File: src/rtl/loader_arb_pkg.sv
// Shared types for the loader/save-RAM SDRAM write arbiter.
// Optional save port is enabled by LOAD_ARB_SAVE_PORT_EN in the consuming modules.
package loader_arb_pkg;

    localparam int ADDR_W = 22;
    localparam int DATA_W = 8;

    typedef enum logic [1:0] {
        S_IDLE = 2'd0,
        S_LDR  = 2'd1,
        S_SAV  = 2'd2
    } state_t;

    typedef struct packed {
        logic [ADDR_W-1:0] addr;
        logic [DATA_W-1:0] data;
    } ldr_entry_t;

endpackage

File: src/rtl/ldr_wfifo.sv
// Loader write buffer: synchronous FIFO with sticky overflow on a dropped push.
// Independent of LOAD_ARB_SAVE_PORT_EN.
module ldr_wfifo
    import loader_arb_pkg::*;
#(
    parameter int DEPTH = 8
) (
    input  logic       clk,
    input  logic       reset,
    input  logic       i_push,
    input  logic       i_pop,
    input  ldr_entry_t i_din,
    output ldr_entry_t o_head,
    output logic       o_full,
    output logic       o_empty,
    output logic       o_ovf
);

    localparam int PW = $clog2(DEPTH);

    ldr_entry_t        r_mem [DEPTH];
    logic [PW-1:0]     r_wptr;
    logic [PW-1:0]     r_rptr;
    logic [PW:0]       r_count;
    logic              r_ovf;
    logic              w_pop;
    logic              w_push;

    assign o_full  = (r_count == (PW+1)'(DEPTH));
    assign o_empty = (r_count == '0);
    assign o_head  = r_mem[r_rptr];
    assign o_ovf   = r_ovf;

    // A full FIFO still takes a push when the head leaves in the same cycle
    assign w_pop  = i_pop && !o_empty;
    assign w_push = i_push && (!o_full || w_pop);

    always_ff @(posedge clk) begin
        if (w_push)
            r_mem[r_wptr] <= i_din;
    end

    always_ff @(posedge clk) begin
        if (reset) begin
            r_wptr  <= '0;
            r_rptr  <= '0;
            r_count <= '0;
            r_ovf   <= 1'b0;
        end else begin
            if (w_push)
                r_wptr <= r_wptr + PW'(1);
            if (w_pop)
                r_rptr <= r_rptr + PW'(1);
            case ({w_push, w_pop})
                2'b10:   r_count <= r_count + (PW+1)'(1);
                2'b01:   r_count <= r_count - (PW+1)'(1);
                default: r_count <= r_count;
            endcase
            if (i_push && !w_push)
                r_ovf <= 1'b1;
        end
    end

endmodule

File: src/rtl/load_write_arbiter.sv
// Arbitrates buffered game-loader writes and save-RAM accesses onto one SDRAM port.
// Save port, S_SAV and the burst limiter exist only with LOAD_ARB_SAVE_PORT_EN defined.
module load_write_arbiter
    import loader_arb_pkg::*;
#(
    parameter int FIFO_DEPTH = 8,
    parameter int MAX_BURST  = 4
) (
    input  logic              clk,
    input  logic              reset,
    input  logic [ADDR_W-1:0] ldr_addr,
    input  logic [DATA_W-1:0] ldr_data,
    input  logic              ldr_write,
    input  logic              sav_req,
    input  logic              sav_we,
    input  logic [ADDR_W-1:0] sav_addr,
    input  logic [DATA_W-1:0] sav_din,
    output logic              sav_ack,
    output logic [DATA_W-1:0] sav_dout,
    output logic              mem_req,
    output logic              mem_we,
    output logic [ADDR_W-1:0] mem_addr,
    output logic [DATA_W-1:0] mem_din,
    input  logic              mem_ack,
    input  logic [DATA_W-1:0] mem_dout,
    output logic              ovf,
    output logic              busy
);

    state_t            r_state;
    logic              r_mem_req;
    logic              r_mem_we;
    logic [ADDR_W-1:0] r_mem_addr;
    logic [DATA_W-1:0] r_mem_din;
    ldr_entry_t        w_head;
    ldr_entry_t        w_in;
    logic              w_full;
    logic              w_empty;
    logic              w_pop;

    assign w_in  = '{addr: ldr_addr, data: ldr_data};
    assign w_pop = (r_state == S_LDR) && mem_ack;

    ldr_wfifo #(.DEPTH(FIFO_DEPTH)) u_fifo (
        .clk     (clk),
        .reset   (reset),
        .i_push  (ldr_write),
        .i_pop   (w_pop),
        .i_din   (w_in),
        .o_head  (w_head),
        .o_full  (w_full),
        .o_empty (w_empty),
        .o_ovf   (ovf)
    );

    assign mem_req  = r_mem_req;
    assign mem_we   = r_mem_we;
    assign mem_addr = r_mem_addr;
    assign mem_din  = r_mem_din;
    assign busy     = !w_empty || (r_state != S_IDLE);

`ifdef LOAD_ARB_SAVE_PORT_EN
    localparam int BW = $clog2(MAX_BURST + 1);

    logic [BW-1:0]     r_burst;
    logic              r_sav_ack;
    logic [DATA_W-1:0] r_sav_dout;
    logic              w_unused_full;

    assign sav_ack       = r_sav_ack;
    assign sav_dout      = r_sav_dout;
    assign w_unused_full = w_full;
`else
    logic w_unused_sav;

    assign sav_ack      = 1'b0;
    assign sav_dout     = '0;
    assign w_unused_sav = ^{sav_req, sav_we, sav_addr, sav_din, mem_dout, w_full};
`endif

    always_ff @(posedge clk) begin
        if (reset) begin
            r_state    <= S_IDLE;
            r_mem_req  <= 1'b0;
            r_mem_we   <= 1'b0;
            r_mem_addr <= '0;
            r_mem_din  <= '0;
`ifdef LOAD_ARB_SAVE_PORT_EN
            r_burst    <= '0;
            r_sav_ack  <= 1'b0;
            r_sav_dout <= '0;
`endif
        end else begin
`ifdef LOAD_ARB_SAVE_PORT_EN
            r_sav_ack <= 1'b0;
`endif
            case (r_state)
                S_IDLE: begin
`ifdef LOAD_ARB_SAVE_PORT_EN
                    // Save side wins once the loader has used up its burst allowance
                    if (sav_req && (w_empty || r_burst == BW'(MAX_BURST))) begin
                        r_mem_addr <= sav_addr;
                        r_mem_din  <= sav_din;
                        r_mem_we   <= sav_we;
                        r_mem_req  <= 1'b1;
                        r_burst    <= '0;
                        r_state    <= S_SAV;
                    end else
`endif
                    if (!w_empty) begin
                        r_mem_addr <= w_head.addr;
                        r_mem_din  <= w_head.data;
                        r_mem_we   <= 1'b1;
                        r_mem_req  <= 1'b1;
                        r_state    <= S_LDR;
`ifdef LOAD_ARB_SAVE_PORT_EN
                        if (sav_req && r_burst != BW'(MAX_BURST))
                            r_burst <= r_burst + BW'(1);
`endif
                    end
                end
                S_LDR: begin
                    if (mem_ack) begin
                        r_mem_req <= 1'b0;
                        r_state   <= S_IDLE;
                    end
                end
`ifdef LOAD_ARB_SAVE_PORT_EN
                S_SAV: begin
                    if (mem_ack) begin
                        r_sav_ack  <= 1'b1;
                        r_sav_dout <= mem_dout;
                        r_mem_req  <= 1'b0;
                        r_state    <= S_IDLE;
                    end
                end
`endif
                default: begin
                    r_mem_req <= 1'b0;
                    r_state   <= S_IDLE;
                end
            endcase
`ifdef LOAD_ARB_SAVE_PORT_EN
            if (!sav_req)
                r_burst <= '0;
`endif
        end
    end

endmodule

File: config.mk
export PLATFORM = sky130hd
export DESIGN_NAME = load_write_arbiter
export DESIGN_NICKNAME = d
export VERILOG_FILES = /design/src/rtl/loader_arb_pkg.sv /design/src/rtl/ldr_wfifo.sv /design/src/rtl/load_write_arbiter.sv
export SDC_FILE = /design/constraint.sdc
export NUM_CORES = 1
export LEC_CHECK = 0
export BUFFER_PORTS_ARGS = -buffer_cell sky130_fd_sc_hd__buf_2
export CAP_MARGIN = 10
export CORE_ASPECT_RATIO = 1.75
export CORE_MARGIN = 3
export CORE_UTILIZATION = 63
export DETAILED_ROUTE_END_ITERATION = 16
export PLACE_DENSITY = 0.87
export SYNTH_ARGS = -nofsm -noshare
export SYNTH_HDL_FRONTEND = slang
export SYNTH_HIERARCHICAL = 1
export SYNTH_SLANG_ARGS = --single-unit
export TNS_END_PERCENT = 10
File: constraint.sdc
create_clock -name clk -period 14.4 [get_ports clk]
set_clock_uncertainty 0.1 [all_clocks]
set_input_delay 2.16 -clock clk [delete_from_list [all_inputs] [get_ports clk]]
set_output_delay 2.16 -clock clk [all_outputs]
set_load 0.05 [all_outputs]
* After elaboration in Yosys (flattened, before gate mapping)
Memory sizes are Yosys's and may differ from the RTL's. A register that Yosys moved wholly into a read port is not among the register bits.
Cells that the tools add are included.
** Word-level totals
- Bits of input ports :: 74
- Logic and storage cells :: 43
- Memories kept :: 1
- Bits in writable memories :: 240
- Output and inout bits :: 43
- Register bits after elaboration :: 15
** Cells by class
- Bitwise gates (word level) :: 1
- Equal/unequal tests :: 6
- Muxes and demuxes :: 9
- Add/sub/neg operators :: 4
- Reductions and logical operators :: 15
** Memories
- u_fifo.r_mem :: words 8, width 30, read ports 1, clocked after Yosys merged registers in 1, wr ports 1, RTL line ldr_wfifo.sv:21 : ldr_entry_t r_mem [DEPTH];
** Operator list (count)
- case mux 4 bit (2 select lines) :: 1
- adder 3 x 1 -> 3 bit, second input constant :: 2
- adder 4 x 1 -> 4 bit, second input constant :: 1
- == test 2 x 1 -> 1 bit, second input constant :: 2
- == test 4 bit, second input constant :: 1
- logical AND 1 bit :: 4
- zero test 4 bit :: 1
- 2-to-1 mux 1 bit :: 4
- 2-to-1 mux 2 bit :: 2
- inequality test 2 bit, second input constant :: 2
- case mux 2 bit (2 select lines) :: 1
- AND reduction 2 bit :: 2
- nonzero test 2 bit :: 2
- subtractor 4 x 1 -> 4 bit, second input constant :: 1
- zero test 1 bit :: 3
- == test 2 bit, second input constant :: 1
- zero test 2 bit :: 1
- logical OR 1 bit :: 2
- case mux 1 bit (2 select lines) :: 1
- NOT 1 bit :: 1

* Logic depth before layout (Yosys ltp)
Gate-level depths: netlist (run 1).
- Word-level depth :: 7
- Mapped depth :: 11
- Depth with buffers taken out :: 9

* Cells and area by module
Netlist (run 1), hierarchy kept.
** Modules (own cells, without submodules)
- ldr_wfifo :: area each 9830.7 um^2, instances 1, cells each 435, seq. area each 7487.2 um^2
- load_write_arbiter :: area each 1372.6 um^2, instances 1, cells each 152, seq. area each 640.6 um^2

* Worst setup path after synthesis (run 1)
Ideal clock, no wire load.
- Path type :: input port to flip-flop
- Start point :: in mem_ack
- End point :: mem u_fifo/r_mem[0][0] (netlist name), enable pin
- Data required time :: 13.807 ns
- Data arrival time :: 5.729 ns
- Slack :: 8.079 ns
- Setup time :: 0.493 ns
- Stages :: 5
- Path buffers :: 1
- Cells stage by stage :: and2_1 clkbuf_1 nand2b_1 o21ai_4 nor4_1
** Between the ends
- Longest elaborated chain between the ends :: 6
** RTL lines
- start, declared :: RTL line load_write_arbiter.sv:24 : input logic mem_ack,
- logical AND 1 bit :: RTL line load_write_arbiter.sv:42 : assign w_pop = (r_state == S_LDR) && mem_ack;
- logical AND 1 bit :: RTL line ldr_wfifo.sv:35 : assign w_pop = i_pop && !o_empty;
- logical OR 1 bit :: RTL line ldr_wfifo.sv:36 : assign w_push = i_push && (!o_full || w_pop);
- logical AND 1 bit :: RTL line ldr_wfifo.sv:36
- 2-to-1 mux 1 bit :: RTL line ldr_wfifo.sv:39 : if (w_push)
- 2-to-1 mux 1 bit (implied by the code) :: RTL line ldr_wfifo.sv:40 : r_mem[r_wptr] <= i_din;
- end, declared :: RTL line ldr_wfifo.sv:21
Every way passes these cells.

==> impl_metrics.env, run 1 <==
export IMPL_drive_above_1_share_pct=30.8
export IMPL_async_reset_ff_share_pct=0
export IMPL_worst_slew_pin_slew_ps=1220
export IMPL_cp_end_kind="primary output"
export IMPL_setup_tns_final_ps=0
export IMPL_die_h_um=182
export IMPL_r2r_slack_ps=10590
export IMPL_drv_cap=0
export IMPL_grt_pass1_wl_um=35400
export IMPL_ys_warnings_count=6
export IMPL_synthTopCellsByArea="edfxtp_1, mux4_2, dfxtp_1"
export IMPL_post_dp_hpwl_um=12300
export IMPL_p_clk_share_pct=31.2
export IMPL_hp_start="mem_addr[11]"
export IMPL_arrival_ps=2080
export IMPL_finalHoldViolCount=0
export IMPL_final_cells=899
export IMPL_swShare_pct=30.1
export IMPL_grt_pass1_vias=6095
export IMPL_min_to="mem_addr[11]"
export IMPL_die_w_um=107
export IMPL_rsz0062_at_grt="no"
export IMPL_syn_inst=587
export IMPL_root_buffer="clkbuf_16"
export IMPL_pwr_share_comb_pct=21.2
export IMPL_pin_count=117
export IMPL_worstPathRequired_ps=12140
export IMPL_cts_buffers=24
export IMPL_drtAntennaViolNets=0
export IMPL_fin_crit_ps=4340
export IMPL_rr_worst_depth=5
export IMPL_post_place_cells=853
export IMPL_synth_edf_count=240
export IMPL_vdd_ir_drop_max_mv=0.128
export IMPL_r2r_end="u_fifo/r_mem[1][14]"
export IMPL_drt_initial_drc_count=394
export IMPL_fp_dieArea_mm2=0.0195
export IMPL_setup_violations=0
export IMPL_final_nets=731
export IMPL_core_mm2=0.0172
export IMPL_grt_max_degree=65
export IMPL_relSlewSlack_pct=18.7
export IMPL_ys_flop_type="edfxtp_1"
export IMPL_dr_pass1_iters=6
export IMPL_net_switching_power_mw=0.651
export IMPL_path_clk_slew_ps=70
export IMPL_vias_per_cell=6.40
export IMPL_crit_fanout=64
export IMPL_p_leak_nw=4.16
export IMPL_gp_congestion=0.723
export IMPL_htree_levels=1
export IMPL_path_class="flop to primary output"
export IMPL_hold_class="flop to flop"
export IMPL_drv_slew=0
export IMPL_p_per_area_mw_per_mm2=172
export IMPL_synth_distinct_cells=44
export IMPL_clk_path_buf_depth=3
export IMPL_critPathMaxStageDelay_ps=1070
export IMPL_post_cts_setup_buffers=0
export IMPL_clk_latency_ps=510
export IMPL_rows=63
export IMPL_fin_crit_sh_pct=30.1
export IMPL_overflow=0
export IMPL_status="complete, no violations"
export IMPL_max_freq_mhz=231
export IMPL_critPathTopFamily="flip-flops"
export IMPL_antenna_found_initial=4
export IMPL_p_int_mw=1.51
export IMPL_r2r_start="mem_req"
export IMPL_numPortBuffers=67
export IMPL_drcViolationCount=0
export IMPL_avgSynthCellArea_um2=19.1
export IMPL_synth_seq_area_share_pct=72.5
export IMPL_path_buf_inv=1
export IMPL_clock_sinks=286
export IMPL_synth_top_area_share_pct=64.3
export IMPL_synth_area_mm2=0.0112
export IMPL_grt_usage_pct=24.4
export IMPL_start_util_pct=65.2
export IMPL_wl_um=23000
export IMPL_cts_resized=0
export IMPL_synthToLayoutAreaGrowth_pct=12.0
export IMPL_synth_seq_cells=286
export IMPL_start_kind="flop"
export IMPL_postCtsHoldBufs=0
export IMPL_path_cells="nand2b_1 > buf_2"
export IMPL_whs_path_depth=2
export IMPL_via_count=5756
export IMPL_tritoncts="yes"
export IMPL_crit_slowest_cell="dfxtp_2"
export IMPL_wl_per_cell_um=25.6
export IMPL_seq_power_share_pct=47.5
export IMPL_synth_area_leader_cell="edfxtp_1"
## through the flow
step	util, %	hold slack, ps	instance area (um^2)	power, mW	setup slack (ps)
after floorplan	-	385	11200	1.38	8080
after global placement	68.2	354	11700	1.47	9670
after detailed placement	68.2	367	11700	1.49	9640
after CTS	73.0	376	12500	2.18	10030
after global routing	73.0	401	12600	2.24	9980
final	73.0	374	12600	2.16	10060
## tightest hold or removal path: stages (launching register included)
cell	delay (ps)
dfxtp_1	310
o21ai_0	60
a21oi_1	60
## state kept, by name, summed over array words and instances, names as in the netlist, named ones only
name            flops
mem_req             1
u_fifo/o_ovf        1
u_fifo/r_wptr       3
mem_we              1
u_fifo/r_count      4
u_fifo/r_rptr       3
mem_din             8
mem_addr           22
u_fifo/r_mem      240
## per-layer routing
metal	GRT usage, %	share of wire, %	up-vias
met5	0	0.087	-
met4	10.8	3.9	2
met3	3.58	5.1	70
met2	41.6	53	227
met1	31.2	38	2981
li1	-	-	2476
## how the worst max path moves through the flow
| stage | start | end | slack, ps | cells past startpoint |
|---|---|---|---|---|
| final | mem_req | busy | 10060 | 2 |
| after global routing | mem_req | busy | 9980 | 2 |
| after CTS | mem_req | busy | 10030 | 2 |
| after detailed placement | mem_ack | u_fifo/r_mem[3][14] | 9640 | 6 |
| after global placement | mem_ack | u_fifo/r_mem[3][14] | 9670 | 6 |
| after floorplan | mem_ack | u_fifo/r_mem[0][0] | 8080 | 5 |
## power groups by stage
| stage | logic, mW | registers [mW] | clock network (mW) |
|---|---|---|---|
| final | 0.459 | 1.03 | 0.675 |
| after global routing | 0.488 | 1.04 | 0.717 |
| after CTS | 0.460 | 1.03 | 0.688 |
| after detailed placement | 0.453 | 1.04 | 0 |
| after global placement | 0.439 | 1.04 | 0 |
| after floorplan | 0.253 | 1.13 | 0 |
## placed cells by master, fill, tap and decap left out, types with 3 or more instances in the layout
cell type and n:
edfxtp_1 240, mux2i_1 3, diode_2 3, mux2_2 30, or3b_1 30, nor2_1 13
bufinv_16 4, mux4_1 12, buf_2 67, clkbuf_1 7, clkbuf_16 25, xor2_1 4
inv_1 4, o21ai_0 30, ha_1 4, conb_1 9, a21oi_1 32, o211ai_1 3
xnor2_1 3, buf_4 10, nor3_2 4, nor2_4 4, mux4_2 48, nand2b_1 5
dfxtp_1 43
## cells in the mapped netlist (all sizes together) (2+ instances only)
cell / number
a211oi: 2
a21oi: 32
a31oi: 2
and2: 2
buf: 21
clkbuf: 25
dfxtp: 46
edfxtp: 240
ha: 4
inv: 4
mux2: 30
mux2i: 3
mux4: 60
nand2: 2
nand2b: 5
nand3: 2
nor2: 17
nor3: 5
o211ai: 3
o21ai: 32
or3b: 30
xnor2: 3
xor2: 4
## cell families (layout without fill, tap and decap cells)
logic type      Yosys count  count (layout)  share of synthesized area [%]
buf+inv                  50             124                           2.55
other cells               1              12                         0.0335
mux                      93              93                           15.7
fa+ha+maj                 5               5                          0.625
xor+xnor                  7               7                          0.547
simple gates             70              70                           4.15
compound gates           75              75                           3.80
flops                   286             286                           72.5
## layout make-up
| cell class | instances | area (um^2) |
|---|---|---|
| Fill cell | 1004 | 4630 |
| Antenna cell | 3 | 7.51 |
| Multi-Input combinational cell | 259 | 2880 |
| Inverter | 4 | 15.0 |
| Clock inverter | 9 | 145 |
| Sequential cell | 286 | 8130 |
| Timing Repair Buffer | 77 | 410 |
| Tap cell | 227 | 284 |
| Clock buffer | 34 | 679 |
No activity file was read; power rests on OpenSTA's default activity.
==> inputs of run 2 (changes only) <==
--- a/config.mk
+++ b/config.mk
@@ -9,9 +9,9 @@
 export CAP_MARGIN = 10
 export CORE_ASPECT_RATIO = 1.75
 export CORE_MARGIN = 3
-export CORE_UTILIZATION = 63
+export CORE_UTILIZATION = 58
 export DETAILED_ROUTE_END_ITERATION = 16
-export PLACE_DENSITY = 0.87
+export PLACE_DENSITY = 0.81
 export SYNTH_ARGS = -nofsm -noshare
 export SYNTH_HDL_FRONTEND = slang
 export SYNTH_HIERARCHICAL = 1
==> constraint.sdc (replaced) <==
create_clock -name clk -period 4.5 [get_ports clk]
set_clock_uncertainty 0.1 [all_clocks]
set_input_delay 0.675 -clock clk [delete_from_list [all_inputs] [get_ports clk]]
set_output_delay 0.675 -clock clk [all_outputs]
set_load 0.05 [all_outputs]
==> run 2 against run 1 <==
  * First-iteration DRC count increased by 10%
  * Critical endpoint is now mem_din[1]
  * Power grew to 3.2 times the previous value
  * Hold slack got worse by 54 ps
==> impl_metrics.env, run 2 (synthesized netlist as in run 1, its figures left out) <==
export IMPL_seq_power_share_pct=46.0
export IMPL_fin_crit_sh_pct=61.4
export IMPL_vias_per_cell=6.19
export IMPL_drtAntennaViolNets=0
export IMPL_worst_slew_pin_slew_ps=981
export IMPL_drt_initial_drc_count=435
export IMPL_cts_buffers=25
export IMPL_status="complete, no violations"
export IMPL_finalHoldViolCount=0
export IMPL_grt_pass1_wl_um=34800
export IMPL_cp_end_kind="flop"
export IMPL_pwr_share_comb_pct=21.7
export IMPL_htree_levels=1
export IMPL_drcViolationCount=0
export IMPL_r2r_end="mem_din[1]"
export IMPL_p_int_mw=4.91
export IMPL_crit_fanout=51
export IMPL_p_per_area_mw_per_mm2=552
export IMPL_dr_pass1_iters=8
export IMPL_rr_worst_depth=5
export IMPL_top_register="u_fifo/r_mem"
export IMPL_seqCellArea_mm2=0.00813
export IMPL_die_h_um=190
export IMPL_drv_slew=0
export IMPL_wl_per_cell_um=24.3
export IMPL_drive_above_1_share_pct=32.3
export IMPL_fin_crit_ps=2760
export IMPL_largest_register_ffs=240
export IMPL_wl_um=22400
export IMPL_swShare_pct=29.9
export IMPL_hp_start="ldr_addr[5]"
export IMPL_final_nets=739
export IMPL_p_clk_share_pct=32.3
export IMPL_grt_usage_pct=21.5
export IMPL_gp_congestion=0.741
export IMPL_overflow=0
export IMPL_core_mm2=0.0187
export IMPL_synthToLayoutAreaGrowth_pct=13.4
export IMPL_timing_hold_ws_ps=319
export IMPL_setup_violations=0
export IMPL_clk_latency_ps=510
export IMPL_net_switching_power_mw=2.10
export IMPL_numPortBuffers=67
export IMPL_drv_cap=0
export IMPL_postCtsHoldBufs=0
export IMPL_hold_class="input pin to flop"
export IMPL_grt_max_degree=64
export IMPL_start_kind="flop"
export IMPL_antenna_found_initial=2
export IMPL_via_count=5691
export IMPL_final_cell_mix="edfxtp_1, buf_2, mux4_2"
export IMPL_fp_dieArea_mm2=0.0211
export IMPL_whs_path_depth=1
export IMPL_clock_sinks=286
export IMPL_post_cts_setup_buffers=0
export IMPL_n_fill_cell=1153
export IMPL_multi_input_area_mm2=0.00289
export IMPL_min_to="u_fifo/r_mem[2][13]"
export IMPL_final_common_cell="edfxtp_1"
export IMPL_relSlewSlack_pct=34.6
export IMPL_setup_tns_final_ps=0
export IMPL_max_freq_mhz=362
export IMPL_worstPathRequired_ps=4760
export IMPL_post_dp_hpwl_um=12300
export IMPL_arrival_ps=3020
export IMPL_clk_path_buf_depth=3
export IMPL_pin_count=117
export IMPL_tritoncts="yes"
export IMPL_post_place_cells=871
export IMPL_p_leak_nw=4.23
export IMPL_vdd_ir_drop_max_mv=0.483
export IMPL_path_class="flop to flop"
export IMPL_die_w_um=111
export IMPL_rsz0062_at_grt="no"
export IMPL_path_clk_slew_ps=70
export IMPL_final_cells=920
export IMPL_cts_resized=0
export IMPL_start_util_pct=59.8
export IMPL_rows=66
export IMPL_r2r_slack_ps=1740
export IMPL_root_buffer="clkbuf_16"
export IMPL_grt_pass1_vias=6152
-- run 2: how the worst max path moves through the flow --
stage | depth (start not counted) | from | slack (ps) | end
after floorplan | 6 | mem_req | 110 | u_fifo/r_mem[4][0]
after global placement | 6 | mem_ack | 1500 | u_fifo/r_mem[5][22]
after detailed placement | 6 | mem_ack | 1410 | u_fifo/r_mem[5][22]
after CTS | 5 | flop | 1660 | mem_din[1]
after global routing | 5 | flop | 1540 | mem_din[1]
final | 5 | flop | 1740 | mem_din[1]
-- run 2: per-stage QoR --
step	utilization, %	instance area [um^2]	setup slack (ps)	power [mW]
3_5_place_dp	63.0	11800	1410	4.80
5_1_grt	67.7	12700	1540	7.28
3_3_place_gp	63.0	11800	1500	4.74
2_1_floorplan	-	11200	111	4.42
6_report	67.7	12700	1740	7.01
4_1_cts	67.7	12700	1660	7.06
-- run 2: power groups by stage --
| stage | registers, mW | clock network (mW) | logic (mW) |
|---|---|---|---|
| 3_5_place_dp | 3.28 | 0 | 1.52 |
| 2_1_floorplan | 3.61 | 0 | 0.811 |
| 6_report | 3.23 | 2.26 | 1.52 |
| 4_1_cts | 3.23 | 2.30 | 1.53 |
| 3_3_place_gp | 3.27 | 0 | 1.47 |
| 5_1_grt | 3.26 | 2.40 | 1.63 |
-- run 2: per-layer routing --
layer / routed length [um] / track usage, % / vias to the layer above
met3: 1330 / 3.06 / 37
met4: 565 / 7.63 / 0
li1: - / - / 2498
met1: 8240 / 26.7 / 2949
met2: 12300 / 38.8 / 207
met5: 0 / 0 / -
-- run 2: final cells by class --
| type | instances | share of cell area [%] |
|---|---|---|
| diodes | 3 | 0.0591 |
| clock buffers | 30 | 5.23 |
| clock inverters | 16 | 1.73 |
| inverters | 4 | 0.118 |
| multi-input cells | 259 | 22.7 |
| flip-flops and latches | 286 | 64.0 |
| well taps | 238 | 2.34 |
| repair buffers | 84 | 3.74 |
-- run 2: critical path, cell delays in order (launching register included) --
cell and delay, ps:
dfxtp_4 990, buf_4 390, mux4_1 610, mux2_2 300
or3b_1 160, a21oi_1 50
==> inputs of run 3 (changes only) <==
--- a/config.mk
+++ b/config.mk
@@ -9,9 +9,9 @@
 export CAP_MARGIN = 10
 export CORE_ASPECT_RATIO = 1.75
 export CORE_MARGIN = 3
-export CORE_UTILIZATION = 58
+export CORE_UTILIZATION = 53
 export DETAILED_ROUTE_END_ITERATION = 16
-export PLACE_DENSITY = 0.81
+export PLACE_DENSITY = 0.78
 export SYNTH_ARGS = -nofsm -noshare
 export SYNTH_HDL_FRONTEND = slang
 export SYNTH_HIERARCHICAL = 1
==> constraint.sdc (replaced) <==
create_clock -name clk -period 2.23 [get_ports clk]
set_clock_uncertainty 0.1 [all_clocks]
set_input_delay 0.3345 -clock clk [delete_from_list [all_inputs] [get_ports clk]]
set_output_delay 0.3345 -clock clk [all_outputs]
set_load 0.05 [all_outputs]
==> run 3 against run 2 <==
  * The run now ends with negative setup slack left
  * Via count rose by 3.1%
  * Utilization fell by 2.8 points
  * Power rose by 100%
  * Hold slack got worse by 210 ps
  * Sequential power rose by 98%
  * Setup slack got worse by 1800 ps
  * Design area rose by 5.0%
  * Highest routed layer unchanged
==> impl_metrics.env, run 3 (synthesized netlist as in run 1, its figures left out) <==
export IMPL_r2r_slack_ps=-20
export IMPL_clk_latency_ps=530
export IMPL_max_freq_mhz=445
export IMPL_drv_cap=0
export IMPL_final_nets=799
export IMPL_root_buffer="clkbuf_16"
export IMPL_status="finished, violations left"
export IMPL_timing_hold_ws_ps=111
export IMPL_drv_slew=0
export IMPL_whs_path_depth=2
export IMPL_synthToLayoutAreaGrowth_pct=19.0
export IMPL_post_place_cells=907
export IMPL_worst_slew_pin_slew_ps=1170
export IMPL_hold_class="input pin to flop"
export IMPL_r2r_start="mem_req"
export IMPL_p_leak_nw=4.48
export IMPL_relSlewSlack_pct=21.7
export IMPL_dr_pass1_iters=4
export IMPL_clk_path_buf_depth=3
export IMPL_vdd_ir_drop_max_mv=0.799
export IMPL_rows=69
export IMPL_grt_pass1_vias=6213
export IMPL_start_util_pct=54.5
export IMPL_rr_worst_depth=5
export IMPL_final_common_cell="edfxtp_1"
export IMPL_post_dp_hpwl_um=13500
export IMPL_vias_per_cell=5.95
export IMPL_fp_dieArea_mm2=0.0230
export IMPL_cp_end_kind="flop"
export IMPL_layout_setup_ws_ps=-17.5
export IMPL_wl_per_cell_um=23.2
export IMPL_utilization_pct=64.9
export IMPL_setup_tns_final_ps=-174
export IMPL_numPortBuffers=67
export IMPL_final_cells=986
export IMPL_drt_initial_drc_count=347
export IMPL_htree_levels=1
export IMPL_grt_usage_pct=20.3
export IMPL_arrival_ps=2270
export IMPL_design_area_mm2=0.0133
export IMPL_min_to="mem_addr[5]"
export IMPL_dpl_cell_area_mm2=0.0122
export IMPL_gp_congestion=0.808
export IMPL_n_antenna_cell=0
export IMPL_die_h_um=198
export IMPL_antenna_found_initial=0
export IMPL_crit_fanout=30
export IMPL_hp_start="reset"
export IMPL_pin_count=117
export IMPL_finalHoldViolCount=0
export IMPL_die_w_um=116
export IMPL_wl_um=22900
export IMPL_p_per_area_mw_per_mm2=1050
export IMPL_drcViolationCount=0
export IMPL_path_clk_slew_ps=70
export IMPL_cts_buffers=24
export IMPL_fin_crit_sh_pct=101
export IMPL_start_kind="flop"
export IMPL_clock_sinks=286
export IMPL_violations="negative setup slack"
export IMPL_grt_pass1_wl_um=35100
export IMPL_top_register="u_fifo/r_mem"
export IMPL_final_cell_mix="edfxtp_1, buf_2, mux4_2"
export IMPL_drtAntennaViolNets=0
export IMPL_grt_max_degree=64
export IMPL_setup_violations=23
export IMPL_r2r_end="u_fifo/r_mem[5][1]"
export IMPL_rsz0062_at_grt="yes"
export IMPL_worstPathRequired_ps=2260
export IMPL_overflow=0
export IMPL_fin_crit_ps=2250
export IMPL_path_class="flop to flop"
export IMPL_drive_above_1_share_pct=34.7
export IMPL_via_count=5869
export IMPL_tritoncts="yes"
export IMPL_largest_register_ffs=240
export IMPL_core_mm2=0.0205
-- run 3: cell types whose count changed in the layout (fill, tap and decap cells not counted), moves of 3 or more --
| cell | change |
|---|---|
| nor3_2 | -4 |
| buf_4 | +20 |
| clkbuf_8 | +4 |
| nor3_4 | +4 |
| dlygate4sd3_1 | +30 |
| bufinv_16 | -4 |
| buf_12 | +9 |
| diode_2 | -3 |
-- run 3: layout make-up --
type	count	area [um^2]
flip-flops and latches	286	8140
fillers	1363	7210
multi-input cells	260	2960
repair buffers	144	1120
clock buffers	34	698
well taps	248	310
clock inverters	10	92.6
inverters	4	15.0
-- run 3: timing repair --
item / 4_1_cts / 5_1_grt
resized for setup: 8 / 2
setup endpoints to repair: 57 / 63
setup buffers: 3 / 1
endpoints found under the hold margin: 240 / 0
gates cloned: 0 / 1
hold buffers: 30 / 0
pin swaps: 10 / 8
-- run 3: critical path, cell delays in order, from the launching register on --
cell	delay (ps)
dfxtp_4	340
and2_4	130
nand2b_4	110
o211ai_1	80
buf_4	200
nor2_4	880
-- run 3: metrics by stage --
step / power (mW) / setup WS (ps)
floorplan: 8.98 / -517
global placement: 9.80 / -75.8
detailed placement: 9.92 / -179
CTS: 14.2 / -3.33
global route: 14.6 / -91.5
finish: 14.1 / -17.5
-- run 3: how the worst max path moves through the flow --
stage	from	to	slack, ps	cells after the start
2_1_floorplan	mem_req	u_fifo/r_mem[0][0]	-520	6
3_3_place_gp	mem_ack	u_fifo/r_mem[5][20]	-80	6
3_5_place_dp	u_fifo/r_count[1]	u_fifo/r_count[3]	-180	9
4_1_cts	u_fifo/r_count[0]	u_fifo/r_count[3]	-3	11
5_1_grt	u_fifo/r_count[1]	u_fifo/r_count[3]	-90	11
6_report	mem_req	u_fifo/r_mem[5][1]	-20	5
-- run 3: layer usage --
| metal | vias to the layer above | wire length (um) | track usage [%] |
|---|---|---|---|
| met5 | - | 0 | 0 |
| met4 | 0 | 662 | 7.57 |
| li1 | 2614 | - | - |
| met2 | 196 | 12600 | 36.7 |
| met1 | 3010 | 8500 | 24.5 |
| met3 | 49 | 1060 | 2.84 |
-- run 3: where the power goes --
part,internal [mW],switching [mW]
logic,1.27,2.28
registers,6.21,0.175
clock network,2.31,1.81
